<file path="src/rtl/ycc_pkg.sv">
// Shared YCbCr types and constants for the 4:2:2 to 4:4:4 upsampler
// and the downstream colour converter.
package ycc_pkg;

    localparam int PIX_W = 8;
    localparam int UPS_LATENCY = 3;
    localparam logic [PIX_W-1:0] CHROMA_MID = 8'd128;

    typedef struct packed {
        logic [PIX_W-1:0] y;
        logic [PIX_W-1:0] cb;
        logic [PIX_W-1:0] cr;
    } ycc_pix_t;

    typedef struct packed {
        logic             vs;
        logic             hs;
        logic             de;
        logic             ph;
        logic [PIX_W-1:0] y;
        logic [PIX_W-1:0] c;
    } ups_tap_t;

    // 9-bit sum keeps the carry, so the rounded mean never wraps
    function automatic logic [PIX_W-1:0] avg_round(
        input logic [PIX_W-1:0] a,
        input logic [PIX_W-1:0] b
    );
        logic [PIX_W:0] s;
        s = {1'b0, a} + {1'b0, b} + (PIX_W+1)'(1);
        return s[PIX_W:1];
    endfunction

endpackage

</file>
<file path="src/rtl/chroma_avg.sv">
// Rounding average of two chroma samples, or pass-through of
// the first operand when interpolation is not wanted.
module chroma_avg
    import ycc_pkg::*;
(
    input  logic [PIX_W-1:0] a,
    input  logic [PIX_W-1:0] b,
    input  logic             sel,
    output logic [PIX_W-1:0] y
);

    assign y = sel ? avg_round(a, b) : a;

endmodule

</file>
<file path="src/rtl/ycbcr422to444.sv">
// 4:2:2 to 4:4:4 chroma upsampler with a fixed 3-clock latency;
// odd pixels take the rounded mean of the neighbouring chroma pairs.
module ycbcr422to444
    import ycc_pkg::*;
#(
    parameter bit               INTERP       = 1'b1,
    parameter logic [PIX_W-1:0] CHROMA_BLANK = CHROMA_MID
) (
    input  logic             clk,
    input  logic             rst,
    input  logic             vs_in,
    input  logic             hs_in,
    input  logic             de_in,
    input  logic [PIX_W-1:0] y_in,
    input  logic [PIX_W-1:0] c_in,
    output logic             vs_out,
    output logic             hs_out,
    output logic             de_out,
    output logic [PIX_W-1:0] y_out,
    output logic [PIX_W-1:0] cb_out,
    output logic [PIX_W-1:0] cr_out
);

    localparam int CUR = UPS_LATENCY - 1;
    localparam int NX1 = UPS_LATENCY - 2;
    localparam int NX2 = UPS_LATENCY - 3;

    logic             phase_q;
    ups_tap_t         tap_in;
    ups_tap_t         tap_q [UPS_LATENCY];
    ups_tap_t         cur;
    logic [PIX_W-1:0] cb_hold_q;
    logic [PIX_W-1:0] cr_hold_q;
    logic             cr_ok_q;
    logic             nx1_ok;
    logic             nx2_ok;
    logic [PIX_W-1:0] cb_a;
    logic [PIX_W-1:0] cr_a;
    logic             cb_sel;
    logic             cr_sel;
    logic [PIX_W-1:0] cb_c;
    logic [PIX_W-1:0] cr_c;
    logic             vs_q;
    logic             hs_q;
    logic             de_q;
    ycc_pix_t         pix_q;

    always_ff @(posedge clk or posedge rst) begin
        if (rst) begin
            phase_q <= 1'b0;
        end else begin
            phase_q <= de_in & ~phase_q;
        end
    end

    always_comb begin
        tap_in    = '0;
        tap_in.vs = vs_in;
        tap_in.hs = hs_in;
        tap_in.de = de_in;
        tap_in.ph = de_in & phase_q;
        tap_in.y  = y_in;
        tap_in.c  = c_in;
    end

    always_ff @(posedge clk or posedge rst) begin
        if (rst) begin
            for (int i = 0; i < UPS_LATENCY; i++) begin
                tap_q[i] <= '0;
            end
        end else begin
            tap_q[0] <= tap_in;
            for (int i = 1; i < UPS_LATENCY; i++) begin
                tap_q[i] <= tap_q[i-1];
            end
        end
    end

    assign cur = tap_q[CUR];

    // a gap in de between taps means the later samples belong to another line
    assign nx1_ok = cur.de & tap_q[NX1].de;
    assign nx2_ok = nx1_ok & tap_q[NX2].de;

    always_comb begin
        cb_a   = cur.c;
        cr_a   = CHROMA_BLANK;
        cb_sel = 1'b0;
        cr_sel = 1'b0;
        if (cur.ph) begin
            cb_a   = cb_hold_q;
            cr_a   = cur.c;
            cb_sel = INTERP & nx1_ok;
            cr_sel = INTERP & nx2_ok;
        end else if (nx1_ok) begin
            cr_a = tap_q[NX1].c;
        end else if (cr_ok_q) begin
            cr_a = cr_hold_q;
        end
    end

    chroma_avg u_cb_avg (
        .a   (cb_a),
        .b   (tap_q[NX1].c),
        .sel (cb_sel),
        .y   (cb_c)
    );

    chroma_avg u_cr_avg (
        .a   (cr_a),
        .b   (tap_q[NX2].c),
        .sel (cr_sel),
        .y   (cr_c)
    );

    always_ff @(posedge clk or posedge rst) begin
        if (rst) begin
            cb_hold_q <= '0;
            cr_hold_q <= '0;
            cr_ok_q   <= 1'b0;
        end else if (!cur.de) begin
            cr_ok_q <= 1'b0;
        end else if (cur.ph) begin
            cr_hold_q <= cur.c;
            cr_ok_q   <= 1'b1;
        end else begin
            cb_hold_q <= cur.c;
        end
    end

    always_ff @(posedge clk or posedge rst) begin
        if (rst) begin
            vs_q  <= 1'b0;
            hs_q  <= 1'b0;
            de_q  <= 1'b0;
            pix_q <= '0;
        end else begin
            vs_q <= cur.vs;
            hs_q <= cur.hs;
            de_q <= cur.de;
            if (cur.de) begin
                pix_q <= '{y: cur.y, cb: cb_c, cr: cr_c};
            end else begin
                pix_q <= '0;
            end
        end
    end

    assign vs_out = vs_q;
    assign hs_out = hs_q;
    assign de_out = de_q;
    assign y_out  = pix_q.y;
    assign cb_out = pix_q.cb;
    assign cr_out = pix_q.cr;

endmodule

</file>
<file path="config.mk">
export PLATFORM = sky130hd
export DESIGN_NAME = ycbcr422to444
export DESIGN_NICKNAME = d
export VERILOG_FILES = /design/src/rtl/ycc_pkg.sv /design/src/rtl/chroma_avg.sv /design/src/rtl/ycbcr422to444.sv
export SDC_FILE = /design/constraint.sdc
export NUM_CORES = 1
export LEC_CHECK = 0
export BUFFER_PORTS_ARGS = -buffer_cell sky130_fd_sc_hd__buf_4
export CAP_MARGIN = 20
export CELL_PAD_IN_SITES_DETAIL_PLACEMENT = 1
export CELL_PAD_IN_SITES_GLOBAL_PLACEMENT = 2
export CORE_MARGIN = 3
export CORE_UTILIZATION = 38
export CTS_BUF_LIST = sky130_fd_sc_hd__clkbuf_8
export DETAILED_ROUTE_END_ITERATION = 8
export PLACE_DENSITY = 0.88
export SLEW_MARGIN = 20
export SYNTH_ARGS = -nofsm -noshare
export SYNTH_HDL_FRONTEND = slang
export SYNTH_HIERARCHICAL = 1
export SYNTH_SLANG_ARGS = --single-unit
</file>
<file path="constraint.sdc">
create_clock -name clk -period 3.3 [get_ports clk]
set_clock_uncertainty 0.1 [all_clocks]
set_input_delay 0.33 -clock clk [delete_from_list [all_inputs] [get_ports clk]]
set_output_delay 0.33 -clock clk [all_outputs]
set_load 0.05 [all_outputs]
</file>
# Word-level counts from Yosys, hierarchy flattened
# Index checks and enable logic that the tools add are counted.
# op_classes
mux	11
n_bitwise	5
eq_ne	1
addsub	4
reduce_logical	1
# ops
operator	count
$mux W8	6
$mux W24	1
$add A8 B8 Y9	2
$add A9 B1 Y9 const B	2
$and A1 B1 Y1	4
$mux W1	4
$ne A2 B2 Y1 const B	1
$reduce_and A2 Y1	1
$not A1 Y1	1
# word_totals
input_bits	21
ff_bits	105

# Logic depth before layout (Yosys ltp)
# logic_depth
depth_word	7
ltp_mapped	12
mapped_depth_nobuf	10

# Modules after synthesis
# Netlist, hierarchy kept.
# modules_own_cells
module	instances	cells_per_inst	area_each_um2	seq_area_each_um2
ycbcr422to444	1	190	3298.2	2627.5
chroma_avg at u_cr_avg	1	69	500.5	0.0
chroma_avg at u_cb_avg	1	70	474.2	0.0

# Worst setup path after synthesis
# Ideal clock, no wire load.
# synth_timing
path_type	reg2reg
startpoint	reg tap_q (netlist bit cur[17])
endpoint	reg pix_q (netlist bit cr_out[7])
path_slack_ps	690
setup_ps	119
t_required_ps	3081
path_stages_with_launch	12
arrival_time_ps	2391
cell_sequence	dfrtp_1 -> buf_6 -> nand2_4 -> and3b_4 -> buf_6 -> a221o_1 -> ha_1 -> nor2b_4 -> o31ai_4 -> a21oi_1 -> o41a_1 -> and2_1
# synth_between
elab_chain_cells	7
# synth_rtl
element	line	rtl
from (decl)	ycbcr422to444.sv:30	ups_tap_t tap_q [UPS_LATENCY];
from (signal, indexed assignment)	ycbcr422to444.sv:74	tap_q[i] <= tap_q[i-1];
$and A1 B1 Y1	ycbcr422to444.sv:82	assign nx1_ok = cur.de & tap_q[NX1].de;
$mux W8	ycbcr422to444.sv:95	end else if (nx1_ok) begin
$mux W8	ycbcr422to444.sv:90	if (cur.ph) begin
net cr_a[2]	ycbcr422to444.sv:38	logic [PIX_W-1:0] cr_a;
$add A8 B8 Y9	ycc_pkg.sv:30	s = {1'b0, a} + {1'b0, b} + (PIX_W+1)'(1);
$add A9 B1 Y9	ycc_pkg.sv:30	
$mux W8	chroma_avg.sv:12	assign y = sel ? avg_round(a, b) : a;
net cr_c[7]	ycbcr422to444.sv:42	logic [PIX_W-1:0] cr_c;
$mux W24	ycbcr422to444.sv:141	if (cur.de) begin
to (signal assigned)	ycbcr422to444.sv:142	pix_q <= '{y: cur.y, cb: cb_c, cr: cr_c};
to (decl)	ycbcr422to444.sv:46	ycc_pix_t pix_q;
# The timed path passes the listed nets, and every way through them passes these cells.
# A chain may end at the register's enable or synchronous reset.

# Worst setup path in the final report
# layout_timing
startpoint	reg tap_q (netlist bit cur[16])
endpoint	reg pix_q (netlist bit cb_out[5])
# layout_between
elab_chain_cells	5
# layout_rtl
element	line	rtl
$mux W8	-	
net cb_a[0]	ycbcr422to444.sv:37	logic [PIX_W-1:0] cb_a;
$add A8 B8 Y9	ycc_pkg.sv:30	
$add A9 B1 Y9	ycc_pkg.sv:30	
$mux W8	chroma_avg.sv:12	
net cb_c[5]	ycbcr422to444.sv:41	logic [PIX_W-1:0] cb_c;
$mux W24	ycbcr422to444.sv:141	
# The timed path passes the listed nets, and every way through them passes these cells.

==> impl_metrics.csv <==
group,metric,value,unit
clock_network,clk_latency,370,ps
yosys,synthFlopType,"dfrtp_1",
drt,routed_wl,8680,um
worst_setup_path,end_kind,"flop",
yosys,yosysTopAreaCellShare,0.615,
cells_and_area,fin_cells,546,
yosys,ys_types,44,
clock_network,cts_buffers,9,
floorplanning,die_x,112,um
timing,post-route-min-period,2670,ps
drt,routedWlPerCell,15.9,um
drt,postRouteAntennaNets,0,
global_routing,antenna_found_initial,0,
placed_design,hpwl,6020,um
clock_network,cts.path.max_buffers,2,
floorplanning,fp.dieH,112,um
placed_design,dp_cells,511,
drt,dr.pass1.iters,4,
yosys,synth_cells,329,
yosys,synth_area,4270,sq um
placed_design,io_buffers,47,
clock_network,root_buffer,"clkbuf_8",
yosys,synth.top_cells.by_count,"105 x dfrtp_1, 33 x and2_1, 26 x mux2_2",
timing,rsz0062_at_grt,"false",
timing,holdWs,-4.90,ps
clock_network,ctsResizeCount,0,
floorplanning,io_pins,48,
yosys,yosys.cell_count.top_type,"dfrtp_1",
global_routing,globalRouteTotalUtil,0.149,
pwr,p_leak,0.00233,uW
cells_and_area,area_growth_syn_to_layout,20.7,%
global_routing,grt_pass1_wl,14700,um
clock_network,cts.sinks,105,
floorplanning,start_util,0.391,
floorplanning,row_count,38,
job,drv_cap,0,
drt,vias_per_cell,4.97,
cells_and_area,finalCoreUtilization,0.472,
outcome,outcome,"finished with violations",
global_routing,grt_remaining_overflow,0,
clock_network,clkTransAtPathRegs,100,ps
yosys,ys_warn_count,6,
global_routing,grt_pass1_vias,2981,
floorplanning,core_area,10900,sq um
worst_setup_path,cp.required,3510,ps
worst_setup_path,critical_path_arrival,2880,ps
hold_path,hold_class,"primary input to async pin",
timing,hold_violations,2,
worst_setup_path,cp-start-kind,"flop",
worst_setup_path,cp_max_fo,16,
yosys,synth_area_per_cell,13.0,sq um
yosys,synth-edff-count,0,
clock_network,cts_tree,"done",
worst_setup_path,critPathKind,"flop to flop",
yosys,synth_fp_nets,366,
timing,finalCritPeriodShare,0.809,
pwr,irDropWorstVdd,0.198,mV
timing,tns,0,ps
drt,dr_total_vias,2715,
timing,final_max_slew_viol_count,0,
clock_network,htreeDepth,3,
pwr,p_per_area,512,nW/um^2
timing,fmax,0.375,GHz
cells_and_area,drive_gt1_frac,0.254,
yosys,ys_seq_area_frac,0.615,
global_routing,grt_start_max_net_pins,89,
floorplanning,dieArea,12600,sq um
timing,tightest_slew,760,ps
drt,drtIter0Drc,169,
yosys,synth.largest_area_cell,"dfrtp_1",
yosys,ys_top_cells_by_area,"dfrtp_1 61%, mux2_2 6.9%, and2_1 4.8%, ha_1 4.1%, a21oi_1 1.9%",
drt,drc_errors,0,
timing,max-slew-margin-rel,0.493,
yosys,ys_ff_latch,105,
cells_and_area,n_antenna_cell,0,
yosys,async_flop_share,1.00,
timing,setup_violations,0,
outcome,violations,"negative hold slack",
cells_and_area,finalNetCount,438,
placed_design,gp_congestion,0.774,
## flip-flops by register name (all words and copies together), names as in the netlist
register / flops
cb_hold_q: 8
cb_out: 8
cr_hold_q: 8
cr_ok_q: 1
cr_out: 8
cur: 20
de_out: 1
hs_out: 1
phase_q: 1
tap_q: 40
vs_out: 1
y_out: 8
## per-stage QoR
step / power (uW) / setup WS [ps] / cell area (sq um) / hold slack, ps
4_1_cts: 2680 / 619 / 5150 / 141
6_report: 2640 / 630 / 5160 / -4.90
3_3_place_gp: 1890 / 739 / 4780 / 232
2_1_floorplan: 1770 / 109 / 4270 / 231
5_1_grt: 2790 / 414 / 5160 / 39.9
3_5_place_dp: 1910 / 656 / 4780 / 236
## area by class of cell
class | instances | area (sq um)
clock buffer | 10 | 138
clock inverter | 6 | 45.0
fill | 1178 | 5780
inverter | 9 | 38.8
multi-input combinational | 204 | 1540
sequential | 105 | 2630
tap | 140 | 175
timing repair buffer | 72 | 588
## report_power, final
part	switching, uW	internal, uW	leakage [uW]
clock	439	299	0.000101
sequential	47.7	1380	0.00127
combinational	272	200	0.000961
## layout by cell type, fill, tap and decap left out, types with 3 or more instances in the layout
master,synthesis,layout
and2_1,33,33
a21oi_1,16,16
dfrtp_1,105,105
mux2_2,26,26
nand4b_1,4,4
nor2b_1,4,4
o21ai_0,16,16
nor2_1,14,14
nand2_1,14,14
a221o_1,7,7
ha_1,14,14
clkbuf_8,0,10
o211ai_1,3,3
inv_1,9,10
nor3_1,4,4
nand3_1,3,3
nand4_1,3,3
dlygate4sd3_1,0,19
o21a_1,3,3
clkinv_4,0,3
buf_4,0,53
nand3b_1,5,5
nand2b_1,5,5
## kinds of logic (layout without fill, tap and decap cells)
logic type               Yosys count  count (layout)  synth area share
buffers and inverters             20              97            0.0237
AND/OR/NAND/NOR                  100             100             0.139
AO/OA/AOI/OAI                     57              57            0.0922
XOR/XNOR                           3               3           0.00615
adder cells (fa/ha/maj)           16              16            0.0504
flip-flops                       105             105             0.615
multiplexers                      28              28            0.0732
## layer usage
metal	part of all wire	track usage	vias up
met5	0	0	-
met4	0.016	0.0505	0
met3	0.035	0.0323	10
met2	0.51	0.256	45
met1	0.44	0.188	1374
li1	-	-	1286
## worst paths after layout
kind,endpoint,from,slack (ps),cells past startpoint
max,cb_out[5],cur[16],630,9
min,tap_q[58],rst,-5,2
max reg2reg,cb_out[5],cur[16],630,9
min reg2reg,tap_q[38],tap_q[58],250,0
max in group asynchronous,cur[16],rst,2430,3
min in group clk,tap_q[38],tap_q[58],250,0
## worst max-delay path, cell delays in order (launching register included)
cell and delay, ps:
dfrtp_1 450, buf_4 260, mux2_2 400, nor2_1 150, fa_1 240, nand2b_1 160
a21oi_2 90, or4b_1 510, o311ai_1 100, and2_1 150
## repair_timing
action	4_1_cts	5_1_grt
hold buffers	19	0
hold endpoints to repair	19	0
setup buffers	0	0
No activity file was read; power rests on OpenSTA's default activity.
